## src/rtl/coa_host.sv

```systemverilog
// coa_host: issues LFSR operand bursts into the COA core and collects its results.
// Optional max tracking of returned D words is built only when COA_HOST_MAX_EN is defined.
`timescale 1ns/1ps
module coa_host #(
  parameter int N_W      = 6,
  parameter int ACC_W    = 16,
  parameter int DRAIN_TO = 15
) (
  input  logic             clk,
  input  logic             rst,
  input  logic             start,
  input  logic [N_W-1:0]   num_ops,
  input  logic [14:0]      seed,
  output logic             busy,
  output logic             done,
  output logic             err,
  output logic [ACC_W-1:0] acc,
  output logic [N_W-1:0]   rcv_cnt,
  output logic [9:0]       max_d,
  output logic [4:0]       A,
  output logic [4:0]       B,
  output logic [4:0]       C,
  output logic             valid_in,
  input  logic [9:0]       D,
  input  logic             valid_out,
  output logic [1:0]       dbg_state
);

  // Handshake: valid_in marks one operand triple per cycle with no backpressure;
  // valid_out marks one D word per cycle and is consumed only in ISSUE and DRAIN.
  typedef enum logic [1:0] {S_IDLE, S_ISSUE, S_DRAIN, S_DONE} state_t;

  localparam int TO_W = $clog2(DRAIN_TO + 1);

  state_t           state_q, state_d;
  logic [14:0]      lfsr_q, lfsr_d;
  logic [N_W-1:0]   nops_q, nops_d;
  logic [N_W-1:0]   iss_q, iss_d;
  logic [N_W-1:0]   rcv_q, rcv_d;
  logic [ACC_W-1:0] acc_q, acc_d;
  logic             err_q, err_d;
  logic [TO_W-1:0]  to_q, to_d;

  logic           start_ok, accept, excess, take;
  logic [N_W-1:0] rcv_nxt;

  assign start_ok = (state_q == S_IDLE) && start && (num_ops != '0);
  assign accept   = valid_out && ((state_q == S_ISSUE) || (state_q == S_DRAIN));
  assign excess   = accept && (rcv_q == nops_q);
  assign take     = accept && !excess;
  assign rcv_nxt  = rcv_q + N_W'(take);

  always_comb begin
    state_d = state_q;
    lfsr_d  = lfsr_q;
    nops_d  = nops_q;
    iss_d   = iss_q;
    rcv_d   = rcv_q;
    acc_d   = acc_q;
    err_d   = err_q;
    to_d    = '0;
    if (take) begin
      rcv_d = rcv_nxt;
      acc_d = acc_q + ACC_W'(D);
    end
    if (excess) err_d = 1'b1;
    case (state_q)
      S_IDLE: begin
        if (start_ok) begin
          nops_d  = num_ops;
          lfsr_d  = (seed == 15'd0) ? 15'h0001 : seed;
          acc_d   = '0;
          rcv_d   = '0;
          err_d   = 1'b0;
          iss_d   = '0;
          state_d = S_ISSUE;
        end
      end
      S_ISSUE: begin
        lfsr_d = {lfsr_q[13:0], lfsr_q[14] ^ lfsr_q[13]};
        iss_d  = iss_q + N_W'(1);
        if (iss_q == nops_q - N_W'(1)) state_d = S_DRAIN;
      end
      S_DRAIN: begin
        // A result arriving on the expiry cycle completes the command cleanly.
        if (rcv_nxt == nops_q) begin
          state_d = S_DONE;
        end else if (!accept) begin
          if (to_q == TO_W'(DRAIN_TO - 1)) begin
            err_d   = 1'b1;
            state_d = S_DONE;
          end else begin
            to_d = to_q + TO_W'(1);
          end
        end
      end
      S_DONE:  state_d = S_IDLE;
      default: state_d = S_IDLE;
    endcase
  end

  always_ff @(posedge clk) begin
    if (rst) begin
      state_q <= S_IDLE;
      lfsr_q  <= 15'h0001;
      nops_q  <= '0;
      iss_q   <= '0;
      rcv_q   <= '0;
      acc_q   <= '0;
      err_q   <= 1'b0;
      to_q    <= '0;
    end else begin
      state_q <= state_d;
      lfsr_q  <= lfsr_d;
      nops_q  <= nops_d;
      iss_q   <= iss_d;
      rcv_q   <= rcv_d;
      acc_q   <= acc_d;
      err_q   <= err_d;
      to_q    <= to_d;
    end
  end

`ifdef COA_HOST_MAX_EN
  logic [9:0] max_q, max_d_nxt;

  always_comb begin
    max_d_nxt = max_q;
    if (start_ok)               max_d_nxt = '0;
    else if (take && D > max_q) max_d_nxt = D;
  end

  always_ff @(posedge clk) begin
    if (rst) max_q <= '0;
    else     max_q <= max_d_nxt;
  end

  assign max_d = max_q;
`else
  assign max_d = '0;
`endif

  assign busy      = (state_q != S_IDLE);
  assign done      = (state_q == S_DONE);
  assign valid_in  = (state_q == S_ISSUE);
  assign err       = err_q;
  assign acc       = acc_q;
  assign rcv_cnt   = rcv_q;
  assign A         = lfsr_q[4:0];
  assign B         = lfsr_q[9:5];
  assign C         = lfsr_q[14:10];
  assign dbg_state = state_q;

endmodule

```

## config.mk

```make
export PLATFORM = sky130hd
export DESIGN_NAME = coa_host
export DESIGN_NICKNAME = d
export VERILOG_FILES = /design/src/rtl/coa_host.sv
export SDC_FILE = /design/constraint.sdc
export NUM_CORES = 1
export LEC_CHECK = 0
export BUFFER_PORTS_ARGS = -buffer_cell sky130_fd_sc_hd__buf_2
export CAP_MARGIN = 20
export CORE_UTILIZATION = 48
export CTS_CLUSTER_DIAMETER = 50
export CTS_CLUSTER_SIZE = 25
export DETAILED_ROUTE_END_ITERATION = 12
export PLACE_DENSITY = 0.88
export SYNTH_ARGS = -nofsm -noshare
export SYNTH_HDL_FRONTEND = slang
export SYNTH_SLANG_ARGS = --single-unit
```

## constraint.sdc

```tcl
create_clock -name clk -period 2.96 [get_ports clk]
set_clock_uncertainty 0.1 [all_clocks]
set_input_delay 0.592 -clock clk [delete_from_list [all_inputs] [get_ports clk]]
set_output_delay 0.592 -clock clk [all_outputs]
set_load 0.1 [all_outputs]
```

### After elaboration in Yosys (flattened, before gate mapping)

Index checks and enable logic that the tools add are counted.
W data, S select, Z words.

| operators by class | value |
|---|---|
| add/sub/neg operators | 5 |
| equal/unequal tests | 11 |
| muxes and demuxes | 23 |
| bitwise logic cells | 2 |
| reductions and logical operators | 16 |

Operator list:

| kind | number |
|---|---|
| $mux W16 | 3 |
| $mux W15 | 2 |
| $pmux W15 S2 | 1 |
| $mux W6 | 4 |
| $eq A6 B6 Y1 | 3 |
| $add A16 B10 Y16 | 1 |
| $logic_not A15 Y1 | 1 |
| $pmux W6 S2 | 1 |
| $mux W2 | 5 |
| $pmux W2 S4 | 1 |
| $add A6 B1 Y6 | 1 |
| $add A6 B1 Y6 const B | 1 |
| $reduce_bool A6 Y1 | 1 |
| $sub A6 B1 Y6 const B | 1 |
| $logic_and A1 B1 Y1 | 5 |
| $mux W1 | 5 |
| $reduce_or A5 Y1 | 1 |
| $add A4 B1 Y4 const B | 1 |
| $eq A2 B2 Y1 const B | 2 |
| $eq A4 B4 Y1 const B | 1 |
| $reduce_and A2 Y1 | 2 |
| $reduce_and A4 Y1 | 1 |
| $reduce_bool A2 Y1 | 2 |
| $ne A3 B1 Y1 const B | 1 |
| other kinds (10) | 10 |

| word-level totals | value |
|---|---|
| flip-flop bits (word level) | 56 |
| input port bits | 35 |
| output and inout bits | 53 |
| word-level logic and storage cells | 65 |

### Depth between registers and ports, before layout

Gate-level depths: netlist of the first run.

| logic depth | value |
|---|---|
| word-level depth | 10 |
| mapped depth | 14 |
| mapped depth without buffers | 12 |

### Least setup slack after synthesis of the first run

No wires, ideal clock.

| path | value |
|---|---|
| path kind | register -> register |
| from | register state_q[0] (netlist: dbg_state[0]) |
| to | register state_q[1] (netlist: dbg_state[1]) |
| library setup time | 72 ps |
| arrival time | 3553 ps |
| required time | 2788 ps |
| setup slack | -764 ps |
| stages on the path, launching flop included | 15 |
| buffers on the path | 2 |
| clock period less this slack | 3724 ps |
| path through | dfxtp_1 > inv_1 > ha_1 > nand2_1 > a21o_1 > inv_2 > buf_2 > buf_6 > ha_1 > ha_1 > nand3_1 > a2111oi_0 > nand4_1 > a21boi_2 > mux2i_1 |

| on the way | value |
|---|---|
| longest elaborated chain between the ends | 10 |
| elaborated cells on any way between the ends | 20 |
| classes of those cells | add/sub: 1; eq/ne: 8; mux: 2; reduce/logical: 9 |

RTL lines:

| element | RTL line | RTL |
|---|---|---|
| start: declaration | 35 | `state_t state_q, state_d;` |
| start signal: assignment | 113 | `state_q <= state_d;` |
| $eq A2 B1 Y1 / $eq A2 B2 Y1 (equally long branches) | 48, 67 |  |
| $logic_or A1 B1 Y1 | 48 | `assign accept = valid_out && ((state_q == S_ISSUE) \|\| (state_q == S_DRAIN));` |
| $logic_and A1 B1 Y1 | 48 |  |
| $logic_and A1 B1 Y1 | 49 | `assign excess = accept && (rcv_q == nops_q);` |
| $logic_not A1 Y1 | 50 | `assign take = accept && !excess;` |
| $logic_and A1 B1 Y1 | 50 |  |
| $add A6 B1 Y6 | 51 | `assign rcv_nxt = rcv_q + N_W'(take);` |
| $eq A6 B6 Y1 | 86 | `if (rcv_nxt == nops_q) begin` |
| $mux W2 | 86 |  |
| $pmux W2 S4 * | 67 | `case (state_q)` |
| via state_d[1] | 35 |  |

The timed path passes the listed nets; every way through them passes the cells marked *.
A chain may end at the register's enable or synchronous reset.

### Worst setup path in the final report of the first run

| path | value |
|---|---|
| from | register nops_q[4] |
| to | register state_q[1] (netlist: dbg_state[1]) |

| on the way | value |
|---|---|
| longest elaborated chain between the ends | 8 |
| elaborated cells on any way between the ends | 14 |
| classes of those cells | add/sub: 2; eq/ne: 6; mux: 2; reduce/logical: 4 |

RTL lines:

| element | RTL line | RTL |
|---|---|---|
| start: declaration | 37 | `logic [N_W-1:0] nops_q, nops_d;` |
| start signal: assignment | 115 | `nops_q <= nops_d;` |
| $eq A6 B6 Y1 | 49 |  |
| $logic_and A1 B1 Y1 | 49 |  |
| $logic_not A1 Y1 | 50 |  |
| $logic_and A1 B1 Y1 | 50 |  |
| $add A6 B1 Y6 | 51 |  |
| $eq A6 B6 Y1 | 86 |  |
| $ne A3 B1 Y1 (no line), or another cell as far along | n/a |  |
| $reduce_and A4 Y1 (no line) / $pmux W2 S4 (equally long branches) | n/a |  |

Several ways; a longest one is shown, not always the timed one.

==> results of run 1 <==
## through the flow
stage	total power (µW)	util	area (µm²)	TNS (ps)	hold WS, ps
detailed placement	3360	0.579	3740	0	362
global placement	3320	0.579	3740	0	348
CTS	3830	0.595	3840	0	384
global route	4070	0.598	3860	0	406
finish	3840	0.598	3860	0	377
floorplan	3010	-	3370	-46.7	330
## power by group
part           internal (µW)  total [µW]  leakage (µW)  switching, µW
Combinational            569        2340       0.00130           1770
Sequential               905        1030      0.000462            127
Clock                    218         461     0.0000534            243
Total                   1690        3840       0.00182           2140
## state kept, by name, summed over array words and instances, names as in the netlist
name and count:
lfsr_q 15, acc 16, iss_q 6, rcv_cnt 6, nops_q 6, to_q 4
dbg_state 2, err 1
## cells in the final DEF (no fill, tap or decap), types with 12 or more instances in the layout
cell type | synthesis | layout
ha_1 | 21 | 19
nor2_1 | 50 | 50
nand2_1 | 28 | 27
xnor2_1 | 12 | 12
a211oi_1 | 17 | 17
mux2i_1 | 19 | 19
a21oi_1 | 22 | 22
xor2_1 | 24 | 24
buf_2 | 7 | 77
dfxtp_1 | 56 | 48
## layer usage
metal,vias to the layer above,share of wire
met1,1392,0.45
met5,-,0
met4,0,0.015
met3,10,0.060
li1,1486,-
met2,93,0.48
## cells by family after synthesis
family,after synthesis,share of synthesized area
DFF,56,0.342
adders and majority gates,22,0.0862
and+or+nand+nor,126,0.179
buffers and inverters,40,0.0629
muxes,19,0.0580
AOI/OAI and AO/OA,85,0.175
other,1,0.00114
xor gates and xnor gates,36,0.0961
## worst max-delay path: stages, from the launching register on
cell and delay [ps]:
dfxtp_1 360, xor2_1 210, nor4b_2 330, a21o_1 190
inv_2 40, ha_2 160, ha_2 270, xor2_1 160
a2111oi_2 220, nand4_1 240, a21boi_2 230, mux2i_1 190
## repair_timing
| item | CTS | global route |
|---|---|---|
| endpoints found under the hold margin | 0 | 0 |
| setup endpoints to repair | 0 | 1 |
| gates resized for setup | 0 | 2 |
## final timing paths
| kind | end | start | slack [ps] |
|---|---|---|---|
| worst max-delay path | dbg_state[1]$_SDFFE_PP0P_ | nops_q[4]$_SDFFE_PP0P_ | 180 |
| worst min-delay path | to_q[0]$_SDFF_PP0_ | to_q[0]$_SDFF_PP0_ | 380 |
| worst max register to register | dbg_state[1]$_SDFFE_PP0P_ | nops_q[4]$_SDFFE_PP0P_ | 180 |
| worst min register to register | to_q[0]$_SDFF_PP0_ | to_q[0]$_SDFF_PP0_ | 380 |
## layout make-up
type / count / share of cell area
Inverter: 13 / 0.0126
Clock inverter: 1 / 0.00129
Tap cell: 77 / 0.0249
Timing Repair Buffer: 86 / 0.119
Clock buffer: 7 / 0.0253
Sequential cell: 56 / 0.297
Multi-Input combinational cell: 298 / 0.520
==> results.cfg, run 1 <==
[route]
post-route-drc-count = 0
wire_per_inst_um = 13.3
routed_wl_um = 7160
drt.antenna.violating_nets = 0
viasPerCell = 5.54
drtPass1Iterations = 6
via_count = 2981
drt_iter0_markers = 139

[worst_hold_path]
holdPathStages = 1
hold_path_class = reg -> reg

[run]
drv_cap = 0

[finish]
synthToLayoutAreaGrowth_pct = 17.8
drive_gt1_frac = 0.245
nFillCells = 560
nNetsFinal = 517
multi_input_area_um2 = 2010
antenna_cells = 0
register_area_um2 = 1150
stdcell_count = 538

[floorplan]
placementRows = 29
core_um2 = 6460
die_x_um = 84.7
start_util = 0.508
die_h_um = 84.7
io_pins = 88
die_area_um2 = 7170

[timing]
fin_crit_ps = 2780
slew_headroom = 0.594
setup_viol = 0
maxSlewViolCount = 0
tightest_slew_ps = 606
rsz0062_at_grt = no
post-route-period-util = 0.940
timing.final.ws_setup_ps = 179
hold_viol = 0
fmaxAchievable_ghz = 0.360

[clocking]
cts.clk_slew.worst_paths_ps = 100
cts_tree = done
cts_root_buf = clkbuf_8
cts_sinks = 56
post-cts-setup-buffers = 0
clockBufferDepth = 2
clk-insertion-delay-late_ps = 310
htree_levels = 2
hold_buffers = 0
cts_buffers = 5

[global_routing]
antenna_found_initial = 0
grt_pass1_wl_um = 12000
gr-total-overflow = 0
busiest_layer = met2
use_met1 = 0.249
grt_max_degree = 33
grt_pass1_vias = 2694
gr-usage-met2 = 0.356
grt_use_total = 0.207
grtUsageMet3 = 0.0590

[logic_synthesis]
syn_area_um2 = 3280
synth_area_per_cell_um2 = 8.52
ys.flop_type = dfxtp_1
seq_area_frac_synth = 0.342
yosysMostFrequentCell = dfxtp_1
ys_warn_count = 0
synth-seq-cells = 56
syn-instance-count = 385
synth_area_leaders = dfxtp_1 34%, ha_1 8.0%, xor2_1 6.4%
synth_top_cells_by_count = 56 x dfxtp_1, 50 x nor2_1, 28 x nand2_1
async_reset_ff_frac = 0
synth_cell_type_count = 50
synth_top_area_cell = dfxtp_1
synth_top_cell_area_share = 0.342
synth_edf_count = 0

[pwr]
peakVddDrop_mv = 0.862
cellPowerDensity_nw_per_um2 = 992
power.leakage_uw = 0.00182

[placement]
hpwl_um = 5420
place.gp.congestion = 0.838
place_ws_ps = 178
portBuffers = 77
dp.cells = 529

[worst_setup_path]
cp.arrival_ps = 2920
worstSetupPathType = reg -> reg
cp-start-kind = flop
required_ps = 3100
r2r_cells = 11
critPathMaxFanout = 4
end_kind = flop

[run_status]
status = finished clean
Power figures use the tool's default switching activity.
==> run 2: changes to the inputs <==
==> config.mk (replaced) <==
export PLATFORM = sky130hd
export DESIGN_NAME = coa_host
export DESIGN_NICKNAME = d
export VERILOG_FILES = /design/src/rtl/coa_host.sv
export SDC_FILE = /design/constraint.sdc
export NUM_CORES = 1
export LEC_CHECK = 0
export CAP_MARGIN = 20
export CORE_UTILIZATION = 50
export CTS_CLUSTER_DIAMETER = 50
export CTS_CLUSTER_SIZE = 25
export DETAILED_ROUTE_END_ITERATION = 12
export DONT_BUFFER_PORTS = 1
export PLACE_DENSITY = 0.79
export SYNTH_ARGS = -nofsm -noshare
export SYNTH_HDL_FRONTEND = slang
export SYNTH_SLANG_ARGS = --single-unit
==> run 2 against run 1 <==
Against the previous run: fmax decreased by 0.78%; clock power is 18% higher; register-to-register slack worse by 20 ps; core utilization is 1.5 points lower; critical endpoint unchanged; largest power group unchanged.
==> results.cfg, run 2 (same netlist as run 1, synthesis figures left out) <==
[run_status]
status = finished clean

[finish]
synthToLayoutAreaGrowth_pct = 12.9
drive_gt1_frac = 0.158
stdcell_count = 489
finalInstanceArea_um2 = 3700
nNetsFinal = 468
largest_reg_flops = 16
antenna_cells = 0
final_common_cell = nor2_1
final_cell_mix = 50 x nor2_1, 47 x dfxtp_1, 37 x buf_4, 28 x nand2_1, 24 x xor2_1

[global_routing]
grt_pass1_wl_um = 11500
grt_max_degree = 33
gr-total-overflow = 0
antenna_found_initial = 0
grt_use_total = 0.201
grt_pass1_vias = 2595

[timing]
fmaxAchievable_ghz = 0.357
setup_viol = 0
hold_ws_ps = 232
fin_setup_tns_ps = 0
slew_headroom = 0.325
hold_viol = 0
rsz0062_at_grt = no
maxSlewViolCount = 0
tightest_slew_ps = 1010
post-route-period-util = 0.947
fin_crit_ps = 2800

[route]
via_count = 2735
viasPerCell = 5.59
drt.antenna.violating_nets = 0
post-route-drc-count = 0
drt_iter0_markers = 89
wire_per_inst_um = 13.9
drtPass1Iterations = 4
routed_wl_um = 6800

[worst_setup_path]
end_kind = flop
critPathMaxFanout = 4
cp-start-kind = flop
worstSetupPathType = reg -> reg
required_ps = 3100
cp.arrival_ps = 2940

[pwr]
cellPowerDensity_nw_per_um2 = 1040
peakVddDrop_mv = 0.961
power.leakage_uw = 0.00162
power_uw = 3850

[placement]
portBuffers = 0
place.gp.congestion = 0.814
placed_area_um2 = 3580
hpwl_um = 5240
dp.cells = 481

[floorplan]
start_util = 0.517
placementRows = 29
io_pins = 88
die_h_um = 83
core_um2 = 6350
die_area_um2 = 6890
die_x_um = 83

[clocking]
cts_sinks = 56
cts_root_buf = clkbuf_8
clockBufferDepth = 2
clk-insertion-delay-late_ps = 310
cts_buffers = 5
cts.clk_slew.worst_paths_ps = 100
cts_tree = done
htree_levels = 2

[worst_hold_path]
hold_path_class = in -> reg

[run]
drv_cap = 0
## run 2: power by group
group	internal, µW	switching (µW)	leakage [µW]
clock network	299	244	0.0000645
logic	544	1230	0.00109
registers	902	636	0.000462
total	1750	2110	0.00162
## run 2: timing repair
item,CTS,global route
hold buffers,0,0
setup buffers,0,0
resized for setup,0,1
setup endpoints to repair,0,1
## run 2: worst paths after layout
| check | startpoint | end | slack, ps | cells past startpoint |
|---|---|---|---|---|
| worst min-delay path | rst | iss_q[0]$_SDFFE_PP0P_ | 230 | 1 |
| worst max-delay path | nops_q[4]$_SDFFE_PP0P_ | dbg_state[1]$_SDFFE_PP0P_ | 160 | 11 |
| worst max register to register | nops_q[4]$_SDFFE_PP0P_ | dbg_state[1]$_SDFFE_PP0P_ | 160 | 11 |
| worst min register to register | to_q[0]$_SDFF_PP0_ | to_q[0]$_SDFF_PP0_ | 380 | 1 |
## run 2: routing by layer
layer  GRT usage  wire length, µm  vias to the layer above
met5           0                0                        -
met4      0.0611               82                        0
met3      0.0646              525                        6
met2       0.341             3190                       92
met1       0.242             3010                     1246
li1            -                -                     1391
## run 2: critical path: stages (launching register included)
cell	delay [ps]
dfxtp_1	360
xor2_1	190
nor4b_2	350
a21o_1	200
inv_2	50
ha_2	170
ha_1	300
xor2_1	160
a2111oi_2	210
nand4_1	240
a21boi_2	220
mux2i_1	180
## run 2: layout make-up
| cell class | count | area, µm² |
|---|---|---|
| fill | 574 | 2650 |
| sequential | 56 | 1150 |
| clock inverter | 1 | 30.0 |
| timing repair buffer | 37 | 278 |
| multi-input combinational | 298 | 2010 |
| tap | 77 | 96.3 |
| clock buffer | 7 | 96.3 |
| inverter | 13 | 48.8 |
## run 2: stage by stage
stage               setup slack [ps]   util
CTS                              121  0.583
detailed placement               153  0.563
global placement                 290  0.563
global route                   0.562  0.583
finish                           157  0.583
floorplan                      -46.7      -
